**config.mk**
```make
export PLATFORM = sky130hd
export DESIGN_NAME = seq_det_mealy_param
export DESIGN_NICKNAME = d
export VERILOG_FILES = /design/src/rtl/seq_det_pkg.sv /design/src/rtl/seq_det_match_cnt.sv /design/src/rtl/seq_det_mealy_param.sv
export SDC_FILE = /design/constraint.sdc
export NUM_CORES = 1
export LEC_CHECK = 0
export ABC_AREA = 1
export ABC_CLOCK_PERIOD_IN_PS = 5450
export BUFFER_PORTS_ARGS = -buffer_cell sky130_fd_sc_hd__buf_2
export CAP_MARGIN = 25
export CORE_UTILIZATION = 55
export CTS_CLUSTER_SIZE = 24
export DETAILED_ROUTE_END_ITERATION = 12
export GPL_ROUTABILITY_DRIVEN = 0
export PLACE_DENSITY_LB_ADDON = 0.25
export SYNTH_ARGS = -nofsm -noshare
export SYNTH_HDL_FRONTEND = slang
export SYNTH_SLANG_ARGS = --single-unit
```
**constraint.sdc**
```tcl
create_clock -name clk -period 5.45 [get_ports clk]
set_clock_uncertainty 0.1 [all_clocks]
set_input_delay 1.09 -clock clk [delete_from_list [all_inputs] [get_ports clk]]
set_output_delay 1.09 -clock clk [all_outputs]
set_load 0.01 [all_outputs]
```
**src/rtl/seq_det_pkg.sv**
```systemverilog
// Shared defaults and helpers for the programmable Mealy sequence detector.
package seq_det_pkg;

  localparam int DEF_MAX_LEN = 8;
  localparam int DEF_CNT_W   = 8;
  // Widest pattern the mask helper can describe.
  localparam int MASK_W      = 64;

  // A length of zero or anything above max falls back to max.
  function automatic logic [31:0] clamp_len(input logic [31:0] len, input logic [31:0] max);
    logic [31:0] res;
    if ((len == 32'd0) || (len > max)) begin
      res = max;
    end else begin
      res = len;
    end
    return res;
  endfunction

  // Mask with the low len bits set; callers slice it down to their pattern width.
  function automatic logic [MASK_W-1:0] len_mask(input logic [31:0] len);
    logic [MASK_W-1:0] m;
    m = {MASK_W{1'b0}};
    for (int i = 0; i < MASK_W; i++) begin
      m[i] = (32'(i) < len);
    end
    return m;
  endfunction

endpackage

```
**src/rtl/seq_det_match_cnt.sv**
```systemverilog
// Saturating match counter: clear has priority, increment stops at all-ones.
module seq_det_match_cnt #(
  parameter int W = 8
) (
  input  logic         clk,
  input  logic         rst,
  input  logic         clr,
  input  logic         inc,
  output logic [W-1:0] cnt
);

  logic [W-1:0] cnt_r;
  logic [W-1:0] cnt_n;

  // Next count: clear, saturating increment, or hold.
  always_comb begin
    cnt_n = cnt_r;
    if (clr) begin
      cnt_n = {W{1'b0}};
    end else if (inc && (cnt_r != {W{1'b1}})) begin
      cnt_n = cnt_r + {{(W-1){1'b0}}, 1'b1};
    end else begin
      cnt_n = cnt_r;
    end
  end

  // Count register with asynchronous active-low reset.
  always_ff @(posedge clk or negedge rst) begin
    if (!rst) begin
      cnt_r <= {W{1'b0}};
    end else begin
      cnt_r <= cnt_n;
    end
  end

  assign cnt = cnt_r;

endmodule

```
**src/rtl/seq_det_mealy_param.sv**
```systemverilog
// Runtime-programmable Mealy sequence detector. The pattern, its length and the
// overlap mode are latched on cfg_load; accepted bits shift into a history
// register and a match is flagged combinationally in the cycle of the last bit.
module seq_det_mealy_param
  import seq_det_pkg::*;
#(
  parameter int MAX_LEN = DEF_MAX_LEN,
  parameter int CNT_W   = DEF_CNT_W,
  parameter int LEN_W   = $clog2(MAX_LEN + 1)
) (
  input  logic               clk,
  input  logic               rst,
  input  logic               cfg_load,
  input  logic [MAX_LEN-1:0] cfg_pattern,
  input  logic [LEN_W-1:0]   cfg_len,
  input  logic               cfg_overlap,
  input  logic               en,
  input  logic               in,
  output logic               out,
  output logic [CNT_W-1:0]   match_cnt
);

  // fill counts 0..MAX_LEN-1
  localparam int FILL_W = (MAX_LEN > 2) ? $clog2(MAX_LEN) : 1;
  localparam logic [FILL_W-1:0] FILL_MAX = FILL_W'(MAX_LEN - 1);
  localparam logic [LEN_W-1:0]  LEN_RST  = LEN_W'(MAX_LEN);

  logic [MAX_LEN-1:0] pat_r, pat_n;
  logic [LEN_W-1:0]   len_r, len_n;
  logic               ovl_r, ovl_n;
  logic [MAX_LEN-2:0] hist_r, hist_n;
  logic [FILL_W-1:0]  fill_r, fill_n;

  logic [MAX_LEN-1:0] cand_s;
  logic [MASK_W-1:0]  mask_full_s;
  logic [MAX_LEN-1:0] mask_s;
  logic               fill_ok_s;
  logic               match_s;

  assign cand_s      = {hist_r, in};
  assign mask_full_s = len_mask(32'(len_r));
  assign mask_s      = mask_full_s[MAX_LEN-1:0];
  // Enough history for the completing bit to finish a len_r-bit word.
  assign fill_ok_s   = ((32'(fill_r) + 32'd1) >= 32'(len_r));

  // A match needs an accepted bit, enough history and equal low len_r bits;
  // held low while reset is asserted.
  assign match_s = rst && en && !cfg_load && fill_ok_s &&
                   ((cand_s & mask_s) == (pat_r & mask_s));
  assign out     = match_s;

  // Next-state: configuration load, bit acceptance or hold.
  always_comb begin
    pat_n  = pat_r;
    len_n  = len_r;
    ovl_n  = ovl_r;
    hist_n = hist_r;
    fill_n = fill_r;
    if (cfg_load) begin
      pat_n  = cfg_pattern;
      len_n  = LEN_W'(clamp_len(32'(cfg_len), 32'(MAX_LEN)));
      ovl_n  = cfg_overlap;
      hist_n = {(MAX_LEN-1){1'b0}};
      fill_n = {FILL_W{1'b0}};
    end else if (en) begin
      hist_n = cand_s[MAX_LEN-2:0];
      if (match_s && !ovl_r) begin
        // Non-overlap: a match restarts detection from an empty history.
        fill_n = {FILL_W{1'b0}};
      end else if (fill_r == FILL_MAX) begin
        fill_n = FILL_MAX;
      end else begin
        fill_n = fill_r + {{(FILL_W-1){1'b0}}, 1'b1};
      end
    end else begin
      fill_n = fill_r;
    end
  end

  // State registers; reset restores the default configuration and empty history.
  always_ff @(posedge clk or negedge rst) begin
    if (!rst) begin
      pat_r  <= {MAX_LEN{1'b0}};
      len_r  <= LEN_RST;
      ovl_r  <= 1'b1;
      hist_r <= {(MAX_LEN-1){1'b0}};
      fill_r <= {FILL_W{1'b0}};
    end else begin
      pat_r  <= pat_n;
      len_r  <= len_n;
      ovl_r  <= ovl_n;
      hist_r <= hist_n;
      fill_r <= fill_n;
    end
  end

  seq_det_match_cnt #(
    .W (CNT_W)
  ) u_cnt (
    .clk (clk),
    .rst (rst),
    .clr (cfg_load),
    .inc (match_s),
    .cnt (match_cnt)
  );

endmodule
```
Yosys cells after proc, flatten, opt, wreduce, memory -nomap -nowiden
Index checks and enable logic that the tools add are counted.
- input bits: 18
- output and inout port bits: 9
- flip-flop bits (word level): 31
- logic and storage cells: 45
- muxes and demuxes: 9
- $lt $le $gt $ge: 10
- reduce and logical (&&, ||, !) cells: 12
- bitwise operators: 2
- $add $sub $neg: 3
- eq/ne operators: 3
- operator list (kind ; number):
    AND 8 bit ; 2
    < comparator 3 x 4 -> 1 bit (first input constant) ; 4
    two-way mux 8 bit ; 2
    two-way mux 7 bit ; 2
    two-way mux 3 bit ; 4
    adder 8 x 1 -> 8 bit (second input constant) ; 1
    == test 8 bit ; 1
    < comparator 1 x 4 -> 1 bit (first input constant) ; 2
    < comparator 2 x 4 -> 1 bit (first input constant) ; 2
    != test 8 bit (second input constant) ; 1
    logical AND 1 bit ; 6
    adder 3 x 1 -> 4 bit (second input constant) ; 1
    >= comparator 4 bit ; 1
    greater-than comparator 4 bit (second input constant) ; 1
    zero test 4 bit ; 1
    two-way mux 4 bit ; 1
    nonzero test 2 bit ; 2
    adder 3 x 1 -> 3 bit (second input constant) ; 1
    == test 3 bit (second input constant) ; 1
    zero test 1 bit ; 2
    logical OR 1 bit ; 1

Longest topological paths before layout
Gate-level depths: netlist (run 1).
- word-level depth: 8
- mapped depth: 13
- mapped depth without buffers: 13

Modules after synthesis
From an unflattened synthesis (run 1), not the netlist that was laid out.
- cell total of the unflattened synthesis: 242
- area total of the unflattened synthesis: 1779.2 um2
- modules (own cells, without submodules) (module ; seq. area each (um2) ; area each (um2) ; instances ; cells an instance):
    seq_det_mealy_param ; 578.1 ; 1267.5 ; 1 ; 168
    seq_det_match_cnt ; 200.2 ; 511.7 ; 1 ; 74

Least setup slack after synthesis (run 1)
OpenSTA, ideal clock, no wires.
- path kind: input to output
- from: input port in
- to: output port out
- slack: 2.582 ns
- cell stages on the path: 8
- buffers on the path: 0
- data required time: 4.260 ns
- arrival: 1.678 ns
- path through: inv_1 > nand2_1 > nand2_1 > nand2_1 > nand2_2 > nor2_4 > nand2_4 > nor2_8
- word-level cells in the longest chain between the ends: 3
- RTL lines (item ; RTL line ; text):
    start: declaration ; seq_det_mealy_param.sv:18 ; input logic in,
    AND 8 bit ; seq_det_mealy_param.sv:49 ; ((cand_s & mask_s) == (pat_r & mask_s));
    == test 8 bit ; seq_det_mealy_param.sv:49 ;
    logical AND 1 bit ; seq_det_mealy_param.sv:48 ; assign match_s = rst && en && !cfg_load && fill_ok_s &&
    end: declaration ; seq_det_mealy_param.sv:19 ; output logic out,
No other way between the ends.

Worst setup path after layout (run 1)
- from: input port rst
- to: output port out
- word-level cells in the longest chain between the ends: 4
- RTL lines (item ; RTL line ; text):
    start: declaration ; seq_det_mealy_param.sv:12 ; input logic rst,
    logical AND 1 bit (4 in series) ; seq_det_mealy_param.sv:48 ;
No other way between the ends.

==> results.tsv, run 1 <==
stage	metric	value	unit
logic_synthesis	cells after synthesis	234	
logic_synthesis	syn_area_per_cell	7.71	um2
logic_synthesis	Post-synth EDFFs	0	
route	DRC	0	
min_path	worst hold stages	2	
logic_synthesis	post-synthesis sequential area ratio	0.432	
setup_path	FF-to-FF Start	fill_r[0]	
logic_synthesis	top cell type by total area after synthesis	dfrtp_1	
final_layout	Antenna Cells	0	
logic_synthesis	top-count cell post-synth	nand2_1	
timing	RSZ-0062 raised after global routing	no	
final_layout	layout cells sized above 1	0.186	
timing	Max Fclk	282	MHz
route	Total Wirelength	3.39	mm
die	# rows	20	
setup_path	CP Launch Type	input pin	
setup_path	crit path max fanout	32	
global_routing	grt met1 use	0.303	
power	clock network power share	0.295	
logic_synthesis	Syn Nets	260	
power	switch share	0.283	
clock_tree	count of hold buffers inserted by post-cts repair	0	
logic_synthesis	most common library cells after synthesis	78 x nand2_1, 37 x inv_1, 29 x dfrtp_1	
global_routing	largest net degree at the start of global routing	33	
logic_synthesis	Synth Cell Area	1800	um2
global_routing	via count of the first global-routing pass	1398	
timing	min Tclk post-route	3.55	ns
setup_path	Critical R2R Capture	u_cnt.cnt[7]	
route	Routed Antenna Nets	0	
setup_path	Critical Path Max Stage Delay	0.35	ns
die	height of the die	59.3	um
die	Die Wd	59.3	um
global_routing	GR Overflow Total	0	
setup_path	WS Path Type	input pin to output port	
route	DRT iter0 DRCs	116	
power	P_leak	1.16	nW
logic_synthesis	Area contributors post-synth	dfrtp_1 40%, nand2_1 16%, inv_1 7.7%, ha_1 5.6%, nand3_1 3.9%	
final_layout	# nets final	290	
global_routing	gr busiest metal	met2	
clock_tree	CTS tree	yes	
die	Initial Utilization	0.586	
setup_path	CP Cell Sequence	buf_2 -> buf_4 -> nand2_1 -> nor2_1 -> nand2_2 -> nor2_4 -> nand2_4 -> nor2_8 -> buf_2	
power	Gate power share	0.154	
die	core region area	3080	um2
power	pwr dens	223	nW/um2
setup_path	Worst Setup SP	rst	
setup_path	Most common cell on crit path	buf_2	
timing	Worst-Margin Slew	0.650	ns
clock_tree	Clock Tree Buf Depth	2	
global_routing	met2 usage	0.379	
timing	Setup TNS	0	ns
logic_synthesis	flop and latch count out of synthesis	31	
timing	Finish-stage setup viols	0	
route	WL per Instance	11.0	um
timing	Hold WS	0.424	ns
clock_tree	total clock sinks	31	
timing	Final Hold Fails	0	
global_routing	All-Layer GR Usage	0.236	
clock_tree	htree depth	2	
power	Flop pwr share	0.550	
setup_path	Critical Path End Type	output port	
route	DR vias	1512	
place	Final HPWL DP	2.49	mm
global_routing	initial antenna violation count	0	
final_layout	Area Overhead vs Synth	12.9	%
clock_tree	clock latency on the worst-skew pair	0.33	ns
setup_path	Reg2Reg Setup Slack	3.30	ns
global_routing	first-pass GRT wire length	6.02	mm
power	cell-internal power	326	uW
logic_synthesis	Async S/R FF share, synth	1.00	
setup_path	slowest stage cell, crit path	buf_4	
clock_tree	clock-pin slew on the worst setup and hold paths	0.09	ns
run_status	status	completed	
setup_path	R2R depth	11	
logic_synthesis	Main synth FF type	dfrtp_1	
setup_path	Setup crit end	out	
timing	Slew Limit Headroom	0.566	
logic_synthesis	Distinct cells, synth	26	
power	switching pwr	129	uW
logic_synthesis	top cell type's share of synthesized area	0.402	
clock_tree	setup bufs post-CTS	0	
power	Max IR drop VDD	0.170	mV
timing	Slew Viols, Final	0	
place	PortBufs	26	
setup_path	critical path required time	4.26	ns
flow_run	Max-cap violations	0	
clock_tree	# resized after CTS	0	
logic_synthesis	YS warnings	0	
route	vias per cell	4.91	
die	IO Pins	27	
die	DIE AREA	3510	um2
route	Initial DRT Pass Iterations	4	
global_routing	routing usage on met3	0.0721	
setup_path	WP data arrival	2.36	ns
clock_tree	CTS root buffer	clkbuf_4	
min_path	HP Class	register to register	
timing	Final period util	0.652	
clock_tree	CTS buffer count	5	
## how the worst min path moves through the flow
stage | start | to | slack [ns]
3_5_place_dp | pat_r[1] | pat_r[1] | 0.40
3_3_place_gp | pat_r[1] | pat_r[1] | 0.39
6_report | pat_r[1] | pat_r[1] | 0.42
5_1_grt | fill_r[1] | fill_r[1] | 0.45
2_1_floorplan | pat_r[3] | pat_r[3] | 0.36
4_1_cts | pat_r[1] | pat_r[1] | 0.43
## flip-flops by register name (all words and copies together) (netlist names)
name,cells
pat_r,8
u_cnt.cnt,8
hist_r,7
len_r,4
fill_r,3
ovl_r,1
## layout by cell type, fill, tap and decap left out, types with 8 or more instances in the layout
cell type   n
dfrtp_1    29
nand2_1    78
ha_1        8
inv_1      37
nand4_1     8
o21ai_0     8
nand3_1    14
nor2_1     14
o22ai_1     9
buf_2      26
## worst max-delay path: cells and delay by family
family                 cells  cell delay (ns)
AND/OR/NAND/NOR            6             0.67
buffers and inverters      3             0.59
## power by group through the flow
stage / Sequential [mW] / Combinational (mW) / Clock, mW
after floorplan: 0.252 / 0.0505 / 0
after global placement: 0.254 / 0.0693 / 0
after detailed placement: 0.254 / 0.0707 / 0
after CTS: 0.250 / 0.0712 / 0.139
after global routing: 0.252 / 0.0818 / 0.151
final: 0.250 / 0.0702 / 0.134
## layout make-up
| cell class | count | area [um2] |
|---|---|---|
| Inverter | 38 | 143 |
| Fill cell | 283 | 1040 |
| Clock inverter | 1 | 5.00 |
| Timing Repair Buffer | 27 | 138 |
| Multi-Input combinational cell | 161 | 866 |
| Tap cell | 44 | 55.1 |
| Clock buffer | 6 | 51.3 |
| Sequential cell | 31 | 778 |
## kinds of logic after synthesis
| kind of cell | after synthesis | share of synthesized area |
|---|---|---|
| AO/OA/AOI/OAI | 22 | 0.0680 |
| XOR/XNOR | 5 | 0.0243 |
| adder cells (fa/ha/maj) | 8 | 0.0555 |
| buffers and inverters | 42 | 0.0881 |
| flip-flops | 31 | 0.432 |
| AND/OR/NAND/NOR | 126 | 0.332 |
## layer usage
layer  share of wire  wire length (um)
met3           0.047               159
met1            0.48              1640
met2            0.46              1550
met5               0                 0
met4           0.014                48
## per-stage QoR
step | instance area (um2) | setup slack, ns | std cells | power, mW | utilization
finish | 2040 | 1.90 | 308 | 0.455 | 0.661
global route | 2040 | 1.71 | 308 | 0.485 | 0.661
CTS | 2040 | 1.87 | 308 | 0.460 | 0.661
detailed placement | 1980 | 1.87 | 301 | 0.325 | 0.643
global placement | 1980 | 1.89 | 301 | 0.323 | 0.643
floorplan | 1800 | 2.58 | 234 | 0.303 | -
Note: power is estimated with default switching activity, not from simulation.
==> run 2, diff against run 1 <==
--- a/config.mk
+++ b/config.mk
@@ -6,10 +6,10 @@
 export NUM_CORES = 1
 export LEC_CHECK = 0
 export ABC_AREA = 1
-export ABC_CLOCK_PERIOD_IN_PS = 5450
+export ABC_CLOCK_PERIOD_IN_PS = 2850
 export BUFFER_PORTS_ARGS = -buffer_cell sky130_fd_sc_hd__buf_2
 export CAP_MARGIN = 25
-export CORE_UTILIZATION = 55
+export CORE_UTILIZATION = 51
 export CTS_CLUSTER_SIZE = 24
 export DETAILED_ROUTE_END_ITERATION = 12
 export GPL_ROUTABILITY_DRIVEN = 0
==> constraint.sdc (replaced) <==
create_clock -name clk -period 2.85 [get_ports clk]
set_clock_uncertainty 0.1 [all_clocks]
set_input_delay 0.57 -clock clk [delete_from_list [all_inputs] [get_ports clk]]
set_output_delay 0.57 -clock clk [all_outputs]
set_load 0.01 [all_outputs]
==> run 2 against run 1 <==
Effect of this change: sequential power is 91% higher; critical path depth is 2 higher; clock-buffer cell count is 1 higher; die area is 7.6% higher; total power is 92% higher; utilization is 3.3 points lower; sequential share of layout area is 1.4 points lower.
==> results.tsv, run 2 (synthesis gave the netlist of run 1 again) <==
stage	metric	value	unit	change
run_status	status	completed		unchanged
setup_path	Critical Path Max Stage Delay	0.42	ns	was 0.35 ns
route	Initial DRT Pass Iterations	4		unchanged
power	pwr dens	414	nW/um2	was 223 nW/um2
global_routing	first-pass GRT wire length	6.07	mm	was 6.02 mm
setup_path	slowest stage cell, crit path	dfrtp_1		was buf_4
setup_path	FF-to-FF Start	fill_r[1]		was fill_r[0]
final_layout	Final Util	0.628		was 0.661
setup_path	WP data arrival	2.07	ns	was 2.36 ns
place	Final HPWL DP	2.63	mm	was 2.49 mm
setup_path	Reg2Reg Setup Slack	0.69	ns	was 3.30 ns
setup_path	Top delay family on crit path	adder cells		was simple AND/OR/NAND/NOR gates
timing	Slew Limit Headroom	0.738		was 0.566
power	P_leak	1.19	nW	was 1.16 nW
route	DRC	0		unchanged
route	DR vias	1542		was 1512
timing	Max Fclk	365	MHz	
power	clock network power share	0.284		was 0.295
global_routing	initial antenna violation count	0		unchanged
die	IO Pins	27		unchanged
route	Total Wirelength	3.62	mm	was 3.39 mm
global_routing	GR Overflow Total	0		unchanged
die	Initial Utilization	0.536		was 0.586
die	Die Wd	61.5	um	was 59.3 um
power	switching pwr	260	uW	was 129 uW
final_layout	layout cells sized above 1	0.214		was 0.186
clock_tree	total clock sinks	31		unchanged
clock_tree	CTS tree	yes		unchanged
clock_tree	Clock Tree Buf Depth	2		unchanged
route	vias per cell	4.86		was 4.91
power	Max IR drop VDD	0.242	mV	was 0.170 mV
die	height of the die	61.5	um	was 59.3 um
setup_path	WP depth	11		was 9
clock_tree	CTS buffer count	5		unchanged
final_layout	fill count	320		was 283
place	Setup WS pre-CTS	0.364	ns	was 1.87 ns
global_routing	via count of the first global-routing pass	1484		was 1398
setup_path	R2R depth	14		was 11
setup_path	crit path max fanout	3		was 32
timing	Final Hold Fails	0		unchanged
final_layout	# nets final	296		was 290
final_layout	Area Overhead vs Synth	17.2	%	was 12.9%
power	cell-internal power	614	uW	was 326 uW
setup_path	CP Cell Sequence	ha_2 -> inv_1 -> ha_4 -> ha_4 -> nand2_1 -> inv_1 -> nand2_1 -> nand2_2 -> nand3_4 -> nor2_8 -> buf_6		was buf_2 -> buf_4 -> nand2_1 -> nor2_1 -> nand2_2 -> nor2_4 -> nand2_4 -> nor2_8 -> buf_2
final_layout	commonest non-fill, non-tap cell in the layout	nand2_1		unchanged
timing	Final period util	0.961		
die	DIE AREA	3780	um2	was 3510 um2
setup_path	WS Path Type	register to output port		was input pin to output port
final_layout	most frequent cells in the layout	77 x nand2_1, 37 x inv_1, 29 x dfrtp_1		was 78 x nand2_1, 37 x inv_1, 29 x dfrtp_1
setup_path	CP Launch Type	register		was input pin
setup_path	number of buffer and inverter stages on the critical path	3		unchanged
flow_run	Max-cap violations	0		unchanged
setup_path	critical path required time	2.18	ns	was 4.26 ns
setup_path	Critical Path End Type	output port		unchanged
route	WL per Instance	11.4	um	was 11.0 um
die	# rows	21		was 20
clock_tree	clock latency on the worst-skew pair	0.34	ns	was 0.33 ns
route	Routed Antenna Nets	0		unchanged
timing	final worst slack	0.111	ns	was 1.90 ns
timing	Slew Viols, Final	0		unchanged
power	Gate power share	0.170		was 0.154
clock_tree	htree depth	2		unchanged
route	DRT iter0 DRCs	75		was 116
die	core region area	3360	um2	was 3080 um2
place	PortBufs	26		unchanged
final_layout	Antenna Cells	0		unchanged
power	Flop pwr share	0.546		was 0.550
clock_tree	CTS root buffer	clkbuf_4		unchanged
timing	Finish-stage setup viols	0		unchanged
global_routing	largest net degree at the start of global routing	32		was 33
global_routing	All-Layer GR Usage	0.228		was 0.236
setup_path	Critical R2R Capture	fill_r[2]		was u_cnt.cnt[7]
timing	min Tclk post-route	2.74	ns	
min_path	HP Class	input pin to asynchronous set/reset pin		was register to register
timing	Worst-Margin Slew	0.393	ns	was 0.650 ns
power	switch share	0.298		was 0.283
clock_tree	clock-pin slew on the worst setup and hold paths	0.10	ns	was 0.09 ns
## run 2: cell count changes in the layout (fill, tap and decap cells not counted), moves of 2 or more
cell,previous run,this run
buf_4,1,7
clkbuf_1,0,2
ha_1,8,5
ha_4,0,2
## run 2: layout make-up
| type | count | area, um2 | area share |
|---|---|---|---|
| well taps | 46 | 57.6 | 0.0272 |
| clock inverters | 1 | 5.00 | 0.00237 |
| inverters | 38 | 143 | 0.0675 |
| flip-flops and latches | 31 | 778 | 0.368 |
| repair buffers | 33 | 189 | 0.0894 |
| clock buffers | 7 | 45.0 | 0.0213 |
| multi-input cells | 161 | 896 | 0.424 |
## run 2: worst register-to-register path, delay by kind of cell (launching register included)
family	cells	cell delay, ns
adders and majority gates	3	0.67
and+or+nand+nor	8	0.56
DFF	1	0.42
buffers and inverters	3	0.31
## run 2: what timing repair did
item | 4_1_cts | 5_1_grt
buffers inserted | 1 | 2
pin swaps | 0 | 1
hold buffers | 0 | 0
resized for setup | 0 | 5
setup endpoints to repair | 1 | 1
## run 2: power by group through the flow
stage	clock (mW)	sequential, mW	combinational, mW
floorplan	0	0.482	0.0965
global placement	0	0.485	0.137
detailed placement	0	0.486	0.139
global route	0.276	0.480	0.171
CTS	0.256	0.476	0.142
finish	0.249	0.477	0.149
## run 2: worst max path at each step
stage | startpoint | to
finish | fill_r[1] | out
global route | fill_r[1] | out
CTS | fill_r[1] | out
detailed placement | fill_r[0] | out
global placement | fill_r[0] | out
floorplan | fill_r[0] | out
## run 2: per-layer routing
metal / wire length (um) / track usage
met5: 0 / 0
met4: 66 / 0.0984
met3: 126 / 0.0714
met2: 1700 / 0.387
met1: 1730 / 0.267
## run 2: stage by stage
stage                     std cells  TNS (ns)  hold WS [ns]  instance area (um2)  total power [mW]
after floorplan                 234         0         0.174                 1800             0.579
after global placement          306         0         0.383                 2000             0.622
after detailed placement        306         0         0.392                 2000             0.625
after CTS                       315         0         0.181                 2060             0.875
after global routing            317   -0.0215         0.180                 2110             0.927
final                           317         0         0.173                 2110             0.874
==> run 3, diff against run 2 <==
--- a/config.mk
+++ b/config.mk
@@ -7,12 +7,13 @@
 export LEC_CHECK = 0
 export ABC_AREA = 1
 export ABC_CLOCK_PERIOD_IN_PS = 2850
-export BUFFER_PORTS_ARGS = -buffer_cell sky130_fd_sc_hd__buf_2
 export CAP_MARGIN = 25
-export CORE_UTILIZATION = 51
+export CORE_UTILIZATION = 55
 export CTS_CLUSTER_SIZE = 24
 export DETAILED_ROUTE_END_ITERATION = 12
+export DONT_BUFFER_PORTS = 1
 export GPL_ROUTABILITY_DRIVEN = 0
+export GPL_TIMING_DRIVEN = 0
 export PLACE_DENSITY_LB_ADDON = 0.25
 export SYNTH_ARGS = -nofsm -noshare
 export SYNTH_HDL_FRONTEND = slang
==> run 3 against run 2 <==
Effect of this change: first-iteration DRC count increased by 77%; sequential cell count unchanged; cell count down 8.2%; die area decreased by 7.0%; combinational power decreased by 9%; clock power up 21%; critical path depth is 1 lower; utilization up 1.7 points; worst setup slack improved by 0.0012 ns; clock-buffer cell count increased by 1; non-clock buffer count shrank 25; sequential share of layout area rose by 2.4 points; critical endpoint unchanged; highest routed layer unchanged.
==> results.tsv, run 3 (synthesis gave the netlist of run 1 again) <==
stage	metric	value	unit	change
setup_path	Critical R2R Capture	u_cnt.cnt[6]		was fill_r[2]
clock_tree	CTS tree	yes		unchanged
timing	final worst slack	0.112	ns	was 0.111 ns
setup_path	Critical Path End Type	output port		unchanged
die	core region area	3080	um2	was 3360 um2
setup_path	R2R depth	11		was 14
route	WL per Instance	12.5	um	was 11.4 um
timing	Setup TNS	0	ns	unchanged
clock_tree	clock-pin slew on the worst setup and hold paths	0.09	ns	was 0.10 ns
global_routing	largest net degree at the start of global routing	32		unchanged
die	Die Wd	59.3	um	was 61.5 um
die	# rows	20		was 21
route	DR vias	1493		was 1542
power	cell-internal power	654	uW	was 614 uW
setup_path	WP data arrival	2.07	ns	about the same
final_layout	most frequent cells in the layout	77 x nand2_1, 37 x inv_1, 29 x dfrtp_1		unchanged
place	DP Area	1860	um2	was 2000 um2
power	overall power	914	uW	was 874 uW
power	switching pwr	260	uW	about the same
timing	Slew Viols, Final	0		unchanged
setup_path	Reg2Reg Setup Slack	0.65	ns	was 0.69 ns
final_layout	Final Cell Area	1990	um2	was 2110 um2
power	Gate power share	0.148		was 0.170
power	clock network power share	0.329		was 0.284
global_routing	GR Overflow Total	0		unchanged
final_layout	layout cells sized above 1	0.113		was 0.214
place	PortBufs	0		was 26
setup_path	Top delay family on crit path	adder cells		unchanged
place	Setup WS pre-CTS	0.429	ns	was 0.364 ns
power	pwr dens	460	nW/um2	was 414 nW/um2
global_routing	initial antenna violation count	0		unchanged
power	P_leak	1.08	nW	was 1.19 nW
route	Total Wirelength	3.65	mm	was 3.62 mm
timing	Slew Limit Headroom	0.673		was 0.738
final_layout	fill count	261		was 320
clock_tree	clock latency on the worst-skew pair	0.35	ns	was 0.34 ns
final_layout	commonest non-fill, non-tap cell in the layout	nand2_1		unchanged
clock_tree	total clock sinks	31		unchanged
clock_tree	Clock Tree Buf Depth	2		unchanged
route	DRC	0		unchanged
min_path	Hold Startpoint	cfg_overlap		
die	Initial Utilization	0.586		was 0.536
global_routing	All-Layer GR Usage	0.231		was 0.228
die	DIE AREA	3510	um2	was 3780 um2
timing	Hold WS	0.226	ns	was 0.173 ns
min_path	Hold EP	ovl_r		
setup_path	Critical Path Max Stage Delay	0.44	ns	was 0.42 ns
place	Final HPWL DP	2.52	mm	was 2.63 mm
min_path	worst hold stages	2		
final_layout	# nets final	272		was 296
setup_path	crit path max fanout	5		was 3
die	height of the die	59.3	um	was 61.5 um
timing	Final period util	0.961		about the same
clock_tree	htree depth	2		unchanged
route	DRT iter0 DRCs	133		was 75
flow_run	Max-cap violations	0		unchanged
timing	Final Hold Fails	0		unchanged
final_layout	Area Overhead vs Synth	10.1	%	was 17.2%
clock_tree	CTS buffer count	5		unchanged
run_status	status	completed		unchanged
timing	Worst-Margin Slew	0.490	ns	was 0.393 ns
setup_path	slowest stage cell, crit path	dfrtp_1		unchanged
power	Flop pwr share	0.523		was 0.546
setup_path	number of buffer and inverter stages on the critical path	2		was 3
timing	Max Fclk	365	MHz	about the same
final_layout	non-filler cells, final	291		was 317
setup_path	CP Cell Sequence	ha_1 -> inv_1 -> ha_1 -> ha_1 -> nand2_1 -> inv_1 -> nand2_1 -> nand2_2 -> nand3_4 -> nor2_8		was ha_2 -> inv_1 -> ha_4 -> ha_4 -> nand2_1 -> inv_1 -> nand2_1 -> nand2_2 -> nand3_4 -> nor2_8 -> buf_6
route	vias per cell	5.13		was 4.86
power	Max IR drop VDD	0.268	mV	was 0.242 mV
setup_path	FF-to-FF Start	fill_r[0]		was fill_r[1]
power	switch share	0.284		was 0.298
timing	Finish-stage setup viols	0		unchanged
setup_path	CP Launch Type	register		unchanged
final_layout	Antenna Cells	0		unchanged
global_routing	via count of the first global-routing pass	1346		was 1484
setup_path	Most common cell on crit path	ha_1		
die	IO Pins	27		unchanged
setup_path	critical path required time	2.18	ns	about the same
route	Routed Antenna Nets	0		unchanged
timing	min Tclk post-route	2.74	ns	about the same
setup_path	WS Path Type	register to output port		unchanged
global_routing	first-pass GRT wire length	5.78	mm	was 6.07 mm
min_path	HP Class	input pin to register		was input pin to asynchronous set/reset pin
place	placed instance count	278		was 306
clock_tree	CTS root buffer	clkbuf_4		unchanged
route	Initial DRT Pass Iterations	4		unchanged
final_layout	Final Util	0.645		was 0.628
-- run 3: area by class of cell --
class                   count  area, um2  area share
repair buffers              4       45.0      0.0227
multi-input cells         162        880       0.443
well taps                  44       55.1      0.0277
flip-flops and latches     31        778       0.392
clock buffers               8       68.8      0.0347
inverters                  38        143      0.0718
plain buffers               4       16.3     0.00819
-- run 3: worst max path at each step --
stage,startpoint,slack (ns),depth (start not counted),to
2_1_floorplan,fill_r[0],0.54,10,out
3_3_place_gp,fill_r[0],0.43,10,out
3_5_place_dp,fill_r[0],0.43,10,out
4_1_cts,fill_r[0],0.03,10,out
5_1_grt,fill_r[0],-0.004,10,out
6_report,fill_r[0],0.11,10,out
-- run 3: timing repair --
action / in CTS / in global routing
hold buffers: 2 / 0
hold endpoints to repair: 31 / 0
gates resized for setup: 0 / 1
setup buffers: 0 / 2
setup endpoints to repair: 0 / 1
-- run 3: power by group through the flow --
stage	Clock [mW]	Sequential (mW)	Combinational [mW]
floorplan	0	0.482	0.0965
global placement	0	0.486	0.114
detailed placement	0	0.486	0.116
CTS	0.306	0.478	0.130
global route	0.325	0.481	0.156
finish	0.301	0.478	0.135
-- run 3: metal layers --
metal / global-route usage / wire length (um)
met1: 0.303 / 1790
met2: 0.347 / 1570
met3: 0.0546 / 193
met4: 0.139 / 97
met5: 0 / 0
